--- src/rtl/input_vc_controller_if.sv ---
// Handshake/bus bundle of one input virtual channel.
//   slave  : seen by input_vc_controller (flit in, VA and switch handshakes, status out)
//   master : seen by the upstream link / allocators driving the VC
// Signal names keep the controller's own _i/_o orientation.
interface input_vc_controller_if #(
    parameter int unsigned BUFFER_SIZE = 8,
    parameter int unsigned DATA_W      = 16,
    parameter int unsigned VC_SIZE     = 1
);
    localparam int unsigned FW = DATA_W + 2;
    localparam int unsigned CW = $clog2(BUFFER_SIZE) + 1;

    logic               valid_i;
    logic [FW-1:0]      flit_i;
    logic               vc_request_o;
    logic [2:0]         out_port_o;
    logic               vc_valid_i;
    logic [VC_SIZE-1:0] vc_new_i;
    logic               switch_request_o;
    logic               switch_grant_i;
    logic [FW-1:0]      flit_o;
    logic [VC_SIZE-1:0] vc_o;
    logic               idle_o;
    logic [CW-1:0]      count_o;
    logic               error_o;

    modport slave (
        input  valid_i, flit_i, vc_valid_i, vc_new_i, switch_grant_i,
        output vc_request_o, out_port_o, switch_request_o, flit_o, vc_o,
               idle_o, count_o, error_o
    );

    modport master (
        output valid_i, flit_i, vc_valid_i, vc_new_i, switch_grant_i,
        input  vc_request_o, out_port_o, switch_request_o, flit_o, vc_o,
               idle_o, count_o, error_o
    );
endinterface

--- src/rtl/input_vc_controller.sv ---
// Input virtual-channel controller: circular flit FIFO, XY route computation
// on head flits, VC allocation request and per-flit switch requests.
//   clk    : clock, rising edge
//   rst    : synchronous active-low reset
//   vc_if  : slave side of input_vc_controller_if
//            valid_i/flit_i in; vc_request_o/out_port_o with vc_valid_i/vc_new_i;
//            switch_request_o with switch_grant_i; flit_o (FIFO head, combinational),
//            vc_o, idle_o, count_o, error_o (sticky protocol error)
module input_vc_controller #(
    parameter int unsigned BUFFER_SIZE = 8,
    parameter int unsigned DATA_W      = 16,
    parameter int unsigned COORD_W     = 2,
    parameter int unsigned VC_SIZE     = 1,
    parameter int unsigned ROUTER_X    = 0,
    parameter int unsigned ROUTER_Y    = 0
) (
    input logic                  clk,
    input logic                  rst,
    input_vc_controller_if.slave vc_if
);
    localparam int unsigned FW = DATA_W + 2;
    localparam int unsigned AW = $clog2(BUFFER_SIZE);
    localparam int unsigned PW = AW + 1;

    localparam logic [1:0] T_HEAD     = 2'b00;
    localparam logic [1:0] T_TAIL     = 2'b10;
    localparam logic [1:0] T_HEADTAIL = 2'b11;

    localparam logic [2:0] P_LOCAL = 3'd0;
    localparam logic [2:0] P_NORTH = 3'd1;
    localparam logic [2:0] P_SOUTH = 3'd2;
    localparam logic [2:0] P_WEST  = 3'd3;
    localparam logic [2:0] P_EAST  = 3'd4;

    localparam logic [COORD_W-1:0] MY_X = COORD_W'(ROUTER_X);
    localparam logic [COORD_W-1:0] MY_Y = COORD_W'(ROUTER_Y);

    typedef enum logic [1:0] {S_IDLE, S_VA, S_ACTIVE} state_e;

    logic [FW-1:0]      mem_q [BUFFER_SIZE];
    logic [PW-1:0]      wr_q, wr_d, rd_q, rd_d;
    state_e             state_q, state_d;
    logic [2:0]         port_q, port_d;
    logic [VC_SIZE-1:0] vc_q, vc_d;
    logic               err_q, err_d;

    logic               empty, full, push, pop;
    logic [FW-1:0]      head;
    logic [1:0]         head_type;
    logic [COORD_W-1:0] dest_x, dest_y;
    logic [2:0]         route;

    // FIFO status; the pointer MSB is the wrap bit
    assign head      = mem_q[rd_q[AW-1:0]];
    assign head_type = head[1:0];
    assign dest_x    = head[2 +: COORD_W];
    assign dest_y    = head[2+COORD_W +: COORD_W];
    assign empty     = (wr_q == rd_q);
    assign full      = (wr_q[AW-1:0] == rd_q[AW-1:0]) && (wr_q[AW] != rd_q[AW]);

    // XY dimension-order routing: resolve X first, then Y
    always_comb begin
        route = P_LOCAL;
        if (dest_x > MY_X)      route = P_EAST;
        else if (dest_x < MY_X) route = P_WEST;
        else if (dest_y > MY_Y) route = P_SOUTH;
        else if (dest_y < MY_Y) route = P_NORTH;
    end

    // Next-state, pop/push and sticky error logic
    always_comb begin
        state_d = state_q;
        port_d  = port_q;
        vc_d    = vc_q;
        err_d   = err_q;
        pop     = 1'b0;
        case (state_q)
            S_IDLE: begin
                if (!empty) begin
                    if (head_type == T_HEAD || head_type == T_HEADTAIL) begin
                        port_d  = route;
                        state_d = S_VA;
                    end else begin
                        // orphan BODY/TAIL without a head: drop it
                        pop   = 1'b1;
                        err_d = 1'b1;
                    end
                end
            end
            S_VA: begin
                if (vc_if.vc_valid_i) begin
                    vc_d    = vc_if.vc_new_i;
                    state_d = S_ACTIVE;
                end
            end
            S_ACTIVE: begin
                if (vc_if.switch_grant_i && !empty) begin
                    pop = 1'b1;
                    if (head_type == T_TAIL || head_type == T_HEADTAIL) state_d = S_IDLE;
                end
            end
            default: state_d = S_IDLE;
        endcase
        if (vc_if.vc_valid_i && state_q != S_VA) err_d = 1'b1;
        if (vc_if.switch_grant_i && (state_q != S_ACTIVE || empty)) err_d = 1'b1;
        // a full FIFO accepts a write only when a flit leaves the same cycle
        push = vc_if.valid_i && (!full || pop);
        if (vc_if.valid_i && full && !pop) err_d = 1'b1;
        wr_d = wr_q + PW'(push);
        rd_d = rd_q + PW'(pop);
    end

    // Control registers
    always_ff @(posedge clk) begin
        if (!rst) begin
            wr_q    <= '0;
            rd_q    <= '0;
            state_q <= S_IDLE;
            port_q  <= '0;
            vc_q    <= '0;
            err_q   <= 1'b0;
        end else begin
            wr_q    <= wr_d;
            rd_q    <= rd_d;
            state_q <= state_d;
            port_q  <= port_d;
            vc_q    <= vc_d;
            err_q   <= err_d;
        end
    end

    // Flit storage (contents are don't-care after reset)
    always_ff @(posedge clk) begin
        if (push) mem_q[wr_q[AW-1:0]] <= vc_if.flit_i;
    end

    assign vc_if.vc_request_o     = (state_q == S_VA);
    assign vc_if.out_port_o       = port_q;
    assign vc_if.switch_request_o = (state_q == S_ACTIVE) && !empty;
    assign vc_if.flit_o           = head;
    assign vc_if.vc_o             = vc_q;
    assign vc_if.idle_o           = (state_q == S_IDLE) && empty;
    assign vc_if.count_o          = wr_q - rd_q;
    assign vc_if.error_o          = err_q;
endmodule

--- src/flat_wrapper.sv ---
// flat-port wrapper written by rule: the top's interface ports become plain ports
module input_vc_controller_flat 
#(
    parameter int unsigned BUFFER_SIZE = 8,
    parameter int unsigned DATA_W      = 16,
    parameter int unsigned COORD_W     = 2,
    parameter int unsigned VC_SIZE     = 1,
    parameter int unsigned ROUTER_X    = 0,
    parameter int unsigned ROUTER_Y    = 0
)
  (clk, rst, vc_if_valid_i, vc_if_flit_i, vc_if_vc_valid_i, vc_if_vc_new_i, vc_if_switch_grant_i, vc_if_vc_request_o, vc_if_out_port_o, vc_if_switch_request_o, vc_if_flit_o, vc_if_vc_o, vc_if_idle_o, vc_if_count_o, vc_if_error_o);
  input_vc_controller_if #(.BUFFER_SIZE(BUFFER_SIZE), .DATA_W(DATA_W), .VC_SIZE(VC_SIZE)) vc_if_i ();
  input logic clk;
  input logic rst;
  input wire logic [$bits(vc_if_i.valid_i)-1:0] vc_if_valid_i;
  input wire logic [$bits(vc_if_i.flit_i)-1:0] vc_if_flit_i;
  input wire logic [$bits(vc_if_i.vc_valid_i)-1:0] vc_if_vc_valid_i;
  input wire logic [$bits(vc_if_i.vc_new_i)-1:0] vc_if_vc_new_i;
  input wire logic [$bits(vc_if_i.switch_grant_i)-1:0] vc_if_switch_grant_i;
  output wire logic [$bits(vc_if_i.vc_request_o)-1:0] vc_if_vc_request_o;
  output wire logic [$bits(vc_if_i.out_port_o)-1:0] vc_if_out_port_o;
  output wire logic [$bits(vc_if_i.switch_request_o)-1:0] vc_if_switch_request_o;
  output wire logic [$bits(vc_if_i.flit_o)-1:0] vc_if_flit_o;
  output wire logic [$bits(vc_if_i.vc_o)-1:0] vc_if_vc_o;
  output wire logic [$bits(vc_if_i.idle_o)-1:0] vc_if_idle_o;
  output wire logic [$bits(vc_if_i.count_o)-1:0] vc_if_count_o;
  output wire logic [$bits(vc_if_i.error_o)-1:0] vc_if_error_o;
  assign vc_if_i.valid_i = vc_if_valid_i;
  assign vc_if_i.flit_i = vc_if_flit_i;
  assign vc_if_i.vc_valid_i = vc_if_vc_valid_i;
  assign vc_if_i.vc_new_i = vc_if_vc_new_i;
  assign vc_if_i.switch_grant_i = vc_if_switch_grant_i;
  assign vc_if_vc_request_o = vc_if_i.vc_request_o;
  assign vc_if_out_port_o = vc_if_i.out_port_o;
  assign vc_if_switch_request_o = vc_if_i.switch_request_o;
  assign vc_if_flit_o = vc_if_i.flit_o;
  assign vc_if_vc_o = vc_if_i.vc_o;
  assign vc_if_idle_o = vc_if_i.idle_o;
  assign vc_if_count_o = vc_if_i.count_o;
  assign vc_if_error_o = vc_if_i.error_o;
  input_vc_controller #(.BUFFER_SIZE(BUFFER_SIZE), .DATA_W(DATA_W), .COORD_W(COORD_W), .VC_SIZE(VC_SIZE), .ROUTER_X(ROUTER_X), .ROUTER_Y(ROUTER_Y)) u_core (.clk(clk), .rst(rst), .vc_if(vc_if_i));
endmodule
--- config.mk ---
export PLATFORM = sky130hd
export DESIGN_NAME = input_vc_controller_flat
export DESIGN_NICKNAME = d
export VERILOG_FILES = /design/src/rtl/input_vc_controller_if.sv /design/src/rtl/input_vc_controller.sv /design/src/flat_wrapper.sv
export SDC_FILE = /design/constraint.sdc
export NUM_CORES = 1
export LEC_CHECK = 0
export ABC_AREA = 1
export BUFFER_PORTS_ARGS = -buffer_cell sky130_fd_sc_hd__buf_2
export CORE_MARGIN = 3
export CORE_UTILIZATION = 57
export DETAILED_ROUTE_END_ITERATION = 12
export MAX_ROUTING_LAYER = met4
export PLACE_DENSITY = 0.76
export SYNTH_ARGS = -nofsm -noshare
export SYNTH_HDL_FRONTEND = slang
export SYNTH_SLANG_ARGS = --single-unit
export TNS_END_PERCENT = 10
--- constraint.sdc ---
create_clock -name clk -period 5.2 [get_ports clk]
set_clock_uncertainty 0.1 [all_clocks]
set_input_delay 0.26 -clock clk [delete_from_list [all_inputs] [get_ports clk]]
set_output_delay 0.26 -clock clk [all_outputs]
set_load 0.02 [all_outputs]
==> qor.csv, run 1 <==
stage,metric,value,unit
sta,RSZ-0062 raised after global routing,false,
sta,Slew headroom,51.0,%
global_routing,overall global routing resource usage,24.2,%
hold_path,min-delay worst type,input pin to flop,
clocking,clk sink count,158,
global_routing,initial antenna violation count,0,
job,max_cap viols,0,
sta,"Hold Vio Cnt, Final",0,
placed_design,GPL Wtd Cong,0.810,
synthesis,synthesized area per cell,11.6,µm²
final_layout,Antenna Diode Count,0,
critical_path,crit path cell chain,buf_4 -> inv_2 -> o21ai_0 -> o22ai_1 -> nand2_1 -> o21ai_2 -> inv_1 -> ha_1 -> nor2_1 -> nand2_1 -> nand3_2 -> nand2_4 -> nor2_2 -> buf_4,
sta,Worst-Margin Slew,0.731,ns
routing,wire length per cell,18.3,µm
synthesis,ys async rst share,0,%
routing,drt pass-1 iters,5,
global_routing,first-pass GRT wire length,22800,µm
placed_design,PortBufs,52,
final_layout,"commonest non-fill, non-tap cell in the layout",edfxtp_1,
power,Clock power frac,33.7,%
routing,total number of vias,4419,
sta,Peak Freq,276,MHz
power,Final Power,3620,µW
sta,endpoints failing setup,0,
power,sequential group share of total power,40.8,%
global_routing,vias in the first global route,4430,
critical_path,Setup CP Type,flop to flop,
clocking,CTS Buf Count,17,
sta,setup TNS,0,ns
critical_path,slowest CP cell,inv_2,
placed_design,Final HPWL DP,8400,µm
floorplanning,Initial Util,59.4,%
hold_path,Hold Startpoint,rst,
synthesis,Syn Inst Count,568,
placed_design,Post-DP Area,6960,µm²
clocking,CTS clock-pin slew for the worst setup and hold paths,0.06,ns
critical_path,CP Capture Type,flop,
routing,DRC Markers,0,
routing,final WL,14200,µm
routing,Antenna Violating Nets Remaining,0,
global_routing,grt total ovfl,0,
critical_path,Worst Setup Start Kind,flop,
power,Int Pwr,2460,µW
critical_path,Critical Path Max Stage Delay,0.51,ns
routing,Via density,5.69,
floorplanning,Die ar.,12900,µm²
power,PD cells,478,nW/µm²
clocking,root buf cell,clkbuf_16,
critical_path,crit path from,u_core.rd_q[1],
clocking,Worst-Skew Late Latency,0.42,ns
synthesis,yosys synthesis warning count,0,
routing,DR iter-0 viols,449,
global_routing,largest net degree at the start of global routing,72,
final_layout,share of cells above drive strength 1,16.5,%
synthesis,Synth area leader,edfxtp_1,
synthesis,top area cells in the synthesized netlist,"edfxtp_1 (66%), nand2_1 (5.7%), nor2_1 (4.4%), dfxtp_1 (4.3%), o21ai_0 (4.3%)",
floorplanning,# rows,38,
synthesis,Synth top area share,65.7,%
sta,min cycle time layout,3.63,ns
clocking,Setup Buffers After CTS,0,
sta,max-slew violation count,0,
synthesis,register area share after synthesis,69.9,%
synthesis,"EDFF count, synth",144,
clocking,Clock Path Buffers,2,
sta,fin crit share,69.8,%
final_layout,nets,659,
power,Leakage,0.00297,µW
synthesis,count of cell types in the netlist,33,
critical_path,CP required,5.22,ns
critical_path,reg-to-reg critical path startpoint,u_core.rd_q[1],
power,sw frac,31.9,%
critical_path,crit-path max FO,40,
power,worst vdd rail ir drop,0.383,mV
synthesis,Post-Syn Area,6590,µm²
clocking,CTS HTree Levels,4,
synthesis,register bit total from synthesis,158,
final_layout,most frequent cells in the layout,"edfxtp_1 (144), nand2_1 (100), nor2_1 (76)",
floorplanning,I/O pins,54,
clocking,TritonCTS clock tree,done,
floorplanning,Core Footprint,11100,µm²
status,result of the run,completed,
final_layout,Post-Layout Inst Area,7560,µm²
floorplanning,Die W,113,µm
power,Psw,1150,µW
critical_path,arrival time at the worst endpoint,3.65,ns
synthesis,Post-synth top flop,edfxtp_1,
power,share of total power in combinational logic,25.4,%
final_layout,synth-to-layout area growth,14.8,%
synthesis,"Net Count, Synth",602,
floorplanning,Die H,113,µm
-- final timing paths --
kind | to | slack [ns] | cells after the start
hold / removal | u_core.wr_q[0] | 0.02 | 3
hold reg to reg | u_core.vc_if.vc_o | 0.38 | 2
setup / recovery | u_core.mem_q[4][12] | 1.57 | 14
setup reg to reg | u_core.mem_q[4][12] | 1.57 | 14
-- power groups by stage --
stage / clock (µW) / combinational, µW / sequential, µW
after floorplan: 0 / 687 / 1480
after global placement: 0 / 879 / 1500
after detailed placement: 0 / 906 / 1500
after CTS: 1240 / 923 / 1470
after global routing: 1300 / 1020 / 1480
final: 1220 / 920 / 1480
-- logic make-up after synthesis --
group | Yosys count | share of synthesized area, %
DFF | 158 | 69.9
other | 1 | 0.0569
AOI/OAI and AO/OA | 99 | 8.21
and+or+nand+nor | 213 | 13.3
adders and majority gates | 10 | 2.01
buffers and inverters | 80 | 5.45
xor gates and xnor gates | 7 | 1.05
-- layout make-up --
cell class / instances / area, µm²
clock buffer: 21 / 440
clock inverter: 10 / 139
fill: 805 / 3520
inverter: 53 / 201
multi-input combinational: 330 / 1640
sequential: 158 / 4610
tap: 140 / 175
timing repair buffer: 65 / 363
-- synth_stat cells (3+ instances only) --
cell type / number
dfxtp_1: 14
edfxtp_1: 144
o21ai_1: 4
xor2_1: 3
ha_1: 9
buf_6: 4
o21ai_0: 56
nor2_1: 78
buf_2: 12
nand2_1: 100
clkbuf_1: 6
buf_4: 3
o22ai_1: 28
nand3_1: 25
a21oi_1: 8
xnor2_1: 3
inv_1: 48
-- critical path: cells and delay by family, from the launching register on --
family / cells / cell delay, ns
buffers and inverters: 4 / 1.14
and+or+nand+nor: 6 / 0.95
DFF: 1 / 0.30
adders and majority gates: 1 / 0.32
AOI/OAI and AO/OA: 3 / 0.52
-- sequential cells by signal, summed over array words and instances (netlist names) --
signal and flops:
u_core.mem_q 144, u_core.vc_if.out_port_o 2, u_core.wr_q 4, u_core.rd_q 4, u_core.state_q 2, u_core.vc_if.vc_o 1, u_core.vc_if.error_o 1
-- through the flow --
stage / hold WS (ns) / util (%) / std cells / worst slack (ns)
finish: 0.0190 / 68.3 / 777 / 1.57
global route: 0.0134 / 68.3 / 777 / 1.30
CTS: 0.00206 / 68.3 / 777 / 1.54
detailed placement: 0.364 / 62.8 / 744 / 1.60
global placement: 0.345 / 62.8 / 744 / 1.70
floorplan: 0.253 / - / 568 / 1.39
-- per-layer routing --
metal / global-route usage [%] / wire (µm) / share of wire, %
met1: 29.3 / 5900 / 41
met2: 39.1 / 7300 / 51
met4: 10.5 / 298 / 2.1
met3: 5.84 / 745 / 5.2
met5: - / 0 / 0
-- what timing repair did --
action / in CTS / in global routing
hold buffers: 2 / 0
gates resized for setup: 0 / 0
hold endpoints to repair: 9 / 0
(Power assumes the default switching activity.)
==> inputs of run 2 (changes only) <==
Settings changed: CORE_UTILIZATION 57 to 54.
Clock period 5.2 ns to 3 ns, I/O delays scaled along.
==> run 2 against run 1 <==
Via count grew 0.32%. Sequential share of layout area down 3.3 points. Global-route usage shrank 1.1 points. Clock-buffer cell count decreased by 1. Critical path depth down 1. Routed wire length decreased by 0.66%. Maximum frequency grew 31%. Power grew 72%. Cell area is 5.7% higher.
==> qor.csv, run 2 (same netlist as run 1, synthesis figures left out) <==
stage,metric,value,unit,change
clocking,clk sink count,158,,unchanged
final_layout,Storage cell area,4610,µm²,about the same
sta,"Hold Vio Cnt, Final",0,,unchanged
critical_path,reg-to-reg critical path startpoint,u_core.wr_q[0],,
floorplanning,Die ar.,13600,µm²,+5.3%
placed_design,PortBufs,52,,unchanged
final_layout,most frequent cells in the layout,"edfxtp_1 (144), nand2_1 (99), nor2_1 (72)",,
critical_path,arrival time at the worst endpoint,2.98,ns,-0.67 ns
clocking,TritonCTS clock tree,done,,
floorplanning,Initial Util,56.5,%,-3.0 points
sta,endpoints failing setup,0,,unchanged
critical_path,Worst Path Buf+Inv,4,,unchanged
routing,routed wl met2,7190,µm,-1.5%
clocking,Clock Path Buffers,2,,unchanged
sta,setup TNS,0,ns,unchanged
global_routing,initial antenna violation count,0,,unchanged
power,Leakage,0.00314,µW,+5.5%
routing,DRC Markers,0,,unchanged
final_layout,"commonest non-fill, non-tap cell in the layout",edfxtp_1,,
critical_path,reg2reg setup slack,0.22,ns,-1.35 ns
critical_path,crit-path max FO,9,,-78%
final_layout,Antenna Diode Count,0,,unchanged
routing,drt pass-1 iters,4,,-1
final_layout,number of flip-flops in the largest register,144,,unchanged
critical_path,slowest CP cell,dfxtp_1,,
sta,final hold slack,0.385,ns,+0.366 ns
global_routing,grt total ovfl,0,,unchanged
hold_path,Hold Path Depth,2,,-1
sta,Peak Freq,360,MHz,+31%
critical_path,R2R cell count,13,,-1
sta,min cycle time layout,2.78,ns,-0.853 ns
critical_path,Setup CP Type,flop to flop,,
floorplanning,Die H,116,µm,+2.6%
floorplanning,# rows,39,,+2.6%
placed_design,Final HPWL DP,8240,µm,-1.8%
global_routing,overall global routing resource usage,23.1,%,-1.1 points
critical_path,CP Capture Type,flop,,
routing,DR iter-0 viols,353,,-21%
final_layout,final core occ,68.5,%,+0.26 points
critical_path,Crit path max-delay family,simple AND/OR/NAND/NOR gates,,
sta,post-layout worst setup margin,0.224,ns,-1.35 ns
hold_path,Hold Startpoint,u_core.vc_if.out_port_o[1],,
critical_path,crit path cell chain,inv_1 -> ha_1 -> inv_1 -> nor3_2 -> or2b_1 -> inv_2 -> nand3_2 -> nand2_4 -> inv_1 -> ha_1 -> ha_1 -> xnor2_1 -> nor2_1,,
hold_path,hold endpoint,u_core.vc_if.out_port_o[1],,
sta,fin crit share,92.5,%,+23 points
clocking,CTS Buf Count,17,,unchanged
routing,M1 WL,5760,µm,-2.4%
floorplanning,Core Footprint,11700,µm²,+5.3%
hold_path,min-delay worst type,flop to flop,,
critical_path,CP required,3.21,ns,-2.01 ns
job,max_cap viols,0,,unchanged
power,PD cells,781,nW/µm²,+63%
critical_path,Worst Setup Start Kind,flop,,
placed_design,DP Worst Slack,0.237,ns,-1.37 ns
floorplanning,I/O pins,54,,unchanged
final_layout,share of cells above drive strength 1,18.3,%,+1.8 points
routing,Antenna Violating Nets Remaining,0,,unchanged
clocking,Worst-Skew Late Latency,0.42,ns,about the same
final_layout,synth-to-layout area growth,21.3,%,
routing,top sig layer,met4,,
final_layout,nets,692,,+5.0%
critical_path,reg2reg end,u_core.wr_q[2],,
clocking,CTS clock-pin slew for the worst setup and hold paths,0.06,ns,about the same
routing,wire length per cell,17.4,µm,-5.2%
global_routing,first-pass GRT wire length,22300,µm,-2.1%
final_layout,fillers,777,,-3.5%
power,worst vdd rail ir drop,0.527,mV,+38%
floorplanning,Die W,116,µm,+2.6%
global_routing,largest net degree at the start of global routing,32,,-56%
routing,total number of vias,4433,,+0.32%
routing,final WL,14100,µm,-0.66%
routing,Via density,5.45,,-4.2%
sta,RSZ-0062 raised after global routing,false,,
placed_design,GPL Wtd Cong,0.822,,+1.4%
clocking,CTS HTree Levels,4,,unchanged
global_routing,vias in the first global route,4441,,+0.25%
clocking,root buf cell,clkbuf_16,,
final_layout,area occupied by multi-input gates,1670,µm²,+2.0%
sta,max-slew violation count,0,,unchanged
critical_path,Critical Path Max Stage Delay,0.48,ns,-0.03 ns
routing,met3 wire length,882,µm,+18%
power,Final Power,6240,µW,+72%
status,result of the run,completed,,
run 2: report_power, final:
part           leakage [µW]  internal [µW]  switching [µW]
combinational       0.00145            558            1120
clock              0.000261           1210             808
sequential          0.00142           2490            54.5
run 2: stage by stage:
| stage | instance area (µm²) | instances |
|---|---|---|
| after floorplan | 6640 | 568 |
| after global placement | 7170 | 757 |
| after detailed placement | 7170 | 757 |
| after CTS | 7980 | 814 |
| after global routing | 7990 | 814 |
| final | 7990 | 814 |
run 2: worst reg2reg max path, delay by kind of cell (launching register included):
kind                       cells  cell delay [ns]
adders and majority gates      3             0.73
DFF                            1             0.48
xor gates and xnor gates       1             0.14
and+or+nand+nor                5             0.83
buffers and inverters          4             0.37
run 2: final cells by class:
cell class / count / area share (%)
well taps: 143 / 2.24
flip-flops and latches: 158 / 57.7
clock buffers: 20 / 5.47
multi-input cells: 330 / 20.9
clock inverters: 12 / 1.52
repair buffers: 98 / 9.71
inverters: 53 / 2.52
run 2: how the worst max path moves through the flow:
| stage | startpoint | endpoint | cells past startpoint |
|---|---|---|---|
| floorplan | u_core.rd_q[0] | u_core.mem_q[6][0] | 13 |
| global placement | u_core.rd_q[1] | u_core.mem_q[6][5] | 12 |
| detailed placement | u_core.rd_q[0] | u_core.wr_q[2] | 15 |
| CTS | u_core.rd_q[0] | u_core.mem_q[6][16] | 12 |
| global route | u_core.wr_q[0] | u_core.wr_q[2] | 13 |
| finish | u_core.wr_q[0] | u_core.wr_q[2] | 13 |
run 2: repair_timing:
action,CTS,global route
setup buffers,0,0
hold endpoints to repair,152,0
setup endpoints to repair,0,20
resized for setup,0,2
hold buffers,25,0
run 2: per-layer routing:
metal	vias up	track usage, %
met4	0	9.28
met5	-	-
met2	152	38.3
met3	27	5.34
li1	2147	-
met1	2107	27.6
